File: src/rtl/ext_mem_arb_pkg.sv
// ext_mem_arb_pkg: arbiter state/owner types and the error read-data pattern
package ext_mem_arb_pkg;
  typedef enum logic [2:0] {IDLE, BUSY_H, BUSY_C, RESP_H, RESP_C} state_t;
  typedef enum logic {HOST, CORE} owner_t;
  localparam logic [31:0] ERR_RDATA = 32'hDEAD_BEEF;
endpackage

File: src/rtl/rr_arb2.sv
// rr_arb2: 2-way round-robin grant (in: host_req, core_req, last_owner; out: gnt_h, gnt_c), combinational
module rr_arb2 import ext_mem_arb_pkg::*; (
  input  logic   host_req,
  input  logic   core_req,
  input  owner_t last_owner,
  output logic   gnt_h,
  output logic   gnt_c
);
  assign gnt_h = host_req & (!core_req | last_owner == CORE);
  assign gnt_c = core_req & (!host_req | last_owner == HOST);
endmodule

File: src/rtl/ext_mem_arbiter.sv
// ext_mem_arbiter: shares one memory port (mem_*) between wishbone host (wbs_*) and core (ext_*), round-robin, one outstanding; ARB_TIMEOUT_EN adds timeout with arb_err
module ext_mem_arbiter import ext_mem_arb_pkg::*; #(
  parameter int                ADDR_W   = 32,
  parameter int                DATA_W   = 32,
  parameter logic [ADDR_W-1:0] MEM_BASE = 32'h3000_0000,
  parameter logic [ADDR_W-1:0] MEM_MASK = 32'hFF00_0000,
  parameter int                TIMEOUT  = 255
) (
  input  logic                clk,
  input  logic                reset_n,
  input  logic                wbs_cyc_i,
  input  logic                wbs_stb_i,
  input  logic                wbs_we_i,
  input  logic [DATA_W/8-1:0] wbs_sel_i,
  input  logic [ADDR_W-1:0]   wbs_adr_i,
  input  logic [DATA_W-1:0]   wbs_dat_i,
  output logic                wbs_ack_o,
  output logic [DATA_W-1:0]   wbs_dat_o,
  input  logic                ext_valid,
  input  logic [ADDR_W-1:0]   ext_address,
  input  logic [DATA_W-1:0]   ext_write_data,
  input  logic [DATA_W/8-1:0] ext_write_strobe,
  output logic                ext_ready,
  output logic [DATA_W-1:0]   ext_read_data,
  output logic                mem_valid,
  output logic                mem_we,
  output logic [DATA_W/8-1:0] mem_wstrb,
  output logic [ADDR_W-1:0]   mem_addr,
  output logic [DATA_W-1:0]   mem_wdata,
  input  logic                mem_ready,
  input  logic [DATA_W-1:0]   mem_rdata,
  output logic                arb_err
);
  state_t state, state_n;
  owner_t last_owner;
  logic [DATA_W-1:0] rdata_q;
  logic host_req, host_hit, gnt_h, gnt_c, timeout;
  assign host_req = wbs_cyc_i & wbs_stb_i;
  assign host_hit = (wbs_adr_i & MEM_MASK) == MEM_BASE;
  rr_arb2 u_arb (
    .host_req   (host_req),
    .core_req   (ext_valid),
    .last_owner (last_owner),
    .gnt_h      (gnt_h),
    .gnt_c      (gnt_c)
  );
  assign mem_valid     = state == BUSY_H || state == BUSY_C;
  assign wbs_ack_o     = state == RESP_H;
  assign ext_ready     = state == RESP_C;
  assign wbs_dat_o     = wbs_ack_o ? rdata_q : '0;
  assign ext_read_data = ext_ready ? rdata_q : '0;
`ifdef ARB_TIMEOUT_EN
  logic [7:0] cnt;
  logic err_q;
  always_ff @(posedge clk or negedge reset_n)
    if (!reset_n) begin
      cnt   <= '0;
      err_q <= 1'b0;
    end else begin
      cnt   <= state == IDLE ? '0 : cnt + 8'd1;
      err_q <= timeout;
    end
  // cnt is 0 in the first BUSY cycle, so cnt==TIMEOUT-1 marks the TIMEOUT-th BUSY cycle
  assign timeout = mem_valid && !mem_ready && cnt == 8'(TIMEOUT - 1);
  assign arb_err = err_q;
`else
  assign timeout = 1'b0;
  assign arb_err = 1'b0;
`endif
  // a host miss answers directly from IDLE without touching memory
  always_comb
    state_n = state == IDLE ? (gnt_h ? (host_hit ? BUSY_H : RESP_H) : gnt_c ? BUSY_C : IDLE)
            : mem_valid     ? ((mem_ready || timeout) ? (state == BUSY_H ? RESP_H : RESP_C) : state)
            : IDLE;
  always_ff @(posedge clk or negedge reset_n)
    if (!reset_n) begin
      state      <= IDLE;
      last_owner <= CORE;
    end else begin
      state <= state_n;
      if (state == RESP_H) last_owner <= HOST;
      else if (state == RESP_C) last_owner <= CORE;
    end
  always_ff @(posedge clk or negedge reset_n)
    if (!reset_n) begin
      mem_addr  <= '0;
      mem_wdata <= '0;
      mem_wstrb <= '0;
      mem_we    <= 1'b0;
      rdata_q   <= '0;
    end else if (state == IDLE) begin
      if (gnt_h) begin
        mem_addr  <= wbs_adr_i & ~MEM_MASK;
        mem_wdata <= wbs_dat_i;
        mem_wstrb <= wbs_we_i ? wbs_sel_i : '0;
        mem_we    <= wbs_we_i;
      end else if (gnt_c) begin
        mem_addr  <= ext_address;
        mem_wdata <= ext_write_data;
        mem_wstrb <= ext_write_strobe;
        mem_we    <= |ext_write_strobe;
      end
      rdata_q <= '0;
    end else if (mem_valid && mem_ready) rdata_q <= mem_rdata;
    else if (timeout) rdata_q <= DATA_W'(ERR_RDATA);
endmodule

File: config.mk
export PLATFORM = sky130hd
export DESIGN_NAME = ext_mem_arbiter
export DESIGN_NICKNAME = d
export VERILOG_FILES = /design/src/rtl/ext_mem_arb_pkg.sv /design/src/rtl/rr_arb2.sv /design/src/rtl/ext_mem_arbiter.sv
export SDC_FILE = /design/constraint.sdc
export NUM_CORES = 1
export LEC_CHECK = 0
export ABC_CLOCK_PERIOD_IN_PS = 3100
export CAP_MARGIN = 20
export CORE_MARGIN = 2
export CORE_UTILIZATION = 40
export CTS_BUF_LIST = sky130_fd_sc_hd__clkbuf_8
export CTS_CLUSTER_DIAMETER = 30
export CTS_CLUSTER_SIZE = 10
export DETAILED_ROUTE_END_ITERATION = 8
export PLACE_DENSITY_LB_ADDON = 0.2
export SYNTH_ARGS = -nofsm -noshare
export SYNTH_HDL_FRONTEND = slang
export SYNTH_SLANG_ARGS = --single-unit
File: constraint.sdc
create_clock -name clk -period 3.1 [get_ports clk]
set_input_delay 0.93 -clock clk [delete_from_list [all_inputs] [get_ports clk]]
set_output_delay 0.93 -clock clk [all_outputs]
set_load 0.005 [all_outputs]
==> impl_results.md <==
* Post-Syn Area at 5530 um^2
* Starting DRT DRC Count at 445
* Die X at 122 um
* Vias in the first global route at 5732
* Setup Skew at 0.0162 ns
* FMAX at 338 MHz
* Ant diodes at 0
* Vert. Die Dim at 122 um
* Final setup vio count at 0
* Tightest Pin Transition at 0.699 ns
* Placer Congestion at 0.821
* RSZ-0062 raised after global routing: false
* Fin area at 8970 um^2
* Post-synthesis cell count at 631
* Worst hold slack at 0.516 ns
* Drt pass-1 iters at 5
* Tmin final at 2.96 ns
* Total gr overflow at 0
* Worst-skew pair later-pin latency at 0.38 ns
* I/O Pins at 312
* Post-layout util at 0.672
* Largest net degree at the start of global routing at 55
* Critical path type: register to output port
* Lkg Pwr at 3.75 nW
* Most common cell after layout, fill and taps aside: clkdlybuf4s50_1
* Total power at 6.84 mW
* Startpoint Class: register
* Row Count at 42
* Cts bufs inserted at 9
* CTS tree: yes
* Layout cell share with drive strength beyond 1 at 0.0560
* DR WL/cell at 18.1 um
* Drt drc at 0
* Routed vias/inst at 5.51
* Final period utilization at 0.956
* PD cells at 762 nW/um^2
* Ys Warns at 0
* Crit Path Max Fanout at 34
* Starting Density at 0.414
* Area grow syn2layout at 62.3%
* Final wirelength at 19700 um
* CTS Root Cell: clkbuf_8
* Outcome: finished, final reports clean
* CTS clk-pin slew, worst paths at 0.09 ns
* Post-DP HPWL at 14200 um
* Final Max Slew Viols at 0
* Commonest non-fill, non-tap cells in the layout: 309 x clkdlybuf4s50_1, 101 x dfrtp_1, 84 x o21ai_0
* Detailed-route via count at 5986
* Synthesis-stage register bit count at 105
* Syn_nets at 806
* Area of the die at 14800 um^2
* CTS H-tree depth at 3
* Seq/Total Area, Yosys at 0.476
* Fin. Hold Viols at 0
* Initial antenna violation count at 0
* Setup TNS Final at 0 ns
* Relative slew slack at 0.534
* TritonCTS Sinks at 105
* Worst vdd ir at 0.510 mV
* Wire length of the first global-routing pass at 29800 um
* Final net count at 1082
* CP arrival at 2.03 ns
* Post-synth cell types at 35
* Core area at 13300 um^2
* Bufs on Longest Clock Path at 2
* Post-synth top flop: dfrtp_1
* Worst path required time at 2.17 ns
* Antenna-violating nets left at 0
* Syn avg cell area at 8.76 um^2
* Critical Path End Type: output port
* Fraction of registers with async set/reset at 1.00
* GR Util All Layers at 0.258
* Max Cap Viol at 0
* Number of port buffers at 310
* Hold crit path type: register to register
* Number of synthesized flops with an enable pin at 0
* Placed instance area at 8750 um^2
==> per-layer routing <==
metal | wire length [um] | global-route usage
met1 | 7600 | 0.318
met2 | 9780 | 0.440
met3 | 1690 | 0.0566
met4 | 635 | 0.106
met5 | 0 | 0
==> cells in the mapped netlist (all sizes together), types with 2 or more instances <==
library cell | number | share of area
buf | 18 | 0.024
o21ai | 85 | 0.077
or3 | 2 | 0.0023
or4b | 2 | 0.0036
nand4 | 4 | 0.0045
nand2 | 34 | 0.023
a31oi | 60 | 0.068
mux2i | 32 | 0.058
nor2b | 2 | 0.0023
dfrtp | 104 | 0.47
clkbuf | 49 | 0.033
nor3 | 4 | 0.0045
nor2 | 2 | 0.0027
inv | 35 | 0.024
and2 | 65 | 0.074
nand3 | 56 | 0.051
a21oi | 64 | 0.058
==> power breakdown <==
group | total (mW) | leakage [nW] | internal [mW] | switching [mW]
registers | 2.49 | 1.25 | 2.05 | 0.435
clock network | 0.930 | 0.115 | 0.467 | 0.463
logic | 3.42 | 2.39 | 1.77 | 1.65
==> state kept, by name, summed over array words and instances, names as in the netlist <==
| signal | cells |
|---|---|
| last_owner | 1 |
| mem_we | 1 |
| rdata_q | 32 |
| mem_wdata | 32 |
| mem_addr | 32 |
| mem_wstrb | 4 |
| state | 3 |
==> worst max-delay path, stage by stage (launching register included) <==
cell,delay (ns)
dfrtp_2,0.46
inv_1,0.08
nor3_2,0.20
buf_6,0.26
and2_1,0.17
clkdlybuf4s50_1,0.50
==> path summary, 6_finish.rpt <==
check                      slack (ns)  startpoint                to  depth (start not counted)
max                              0.14    state[2]  ext_read_data[9]                          5
min                              0.52  last_owner        last_owner                          2
max reg2reg                      1.22    state[2]       mem_addr[4]                          5
min reg2reg                      0.52  last_owner        last_owner                          2
max in group asynchronous        1.69     reset_n     mem_wdata[22]                          2
min in group asynchronous        0.59     reset_n     mem_wdata[27]                          1
==> area by class of cell <==
class                   count  area [um^2]
flip-flops and latches    105         2630
multi-input cells         424         2480
fillers                  1104         4380
clock inverters             5         72.6
well taps                 176          220
inverters                  35          131
repair buffers            332         3300
clock buffers              10          138
==> per-stage QoR <==
stage          setup slack (ns)  instances
2_1_floorplan             0.907        631
3_3_place_gp              0.439       1072
3_5_place_dp              0.390       1072
4_1_cts                  0.0284       1087
5_1_grt                  0.0112       1087
6_report                  0.137       1087
==> timing repair <==
| action | in CTS | in global routing |
|---|---|---|
| resized for setup | 1 | 4 |
| hold buffers | 0 | 0 |
| hold endpoints to repair | 0 | 0 |
| setup endpoints to repair | 6 | 64 |
| buffers inserted | 0 | 0 |
==> cell families after synthesis <==
family,synth area share
xor+xnor,0.00159
buf+inv,0.0808
compound gates,0.208
mux,0.0580
simple gates,0.175
other cells,0.000679
flops,0.476
Power figures use the tool's default switching activity.
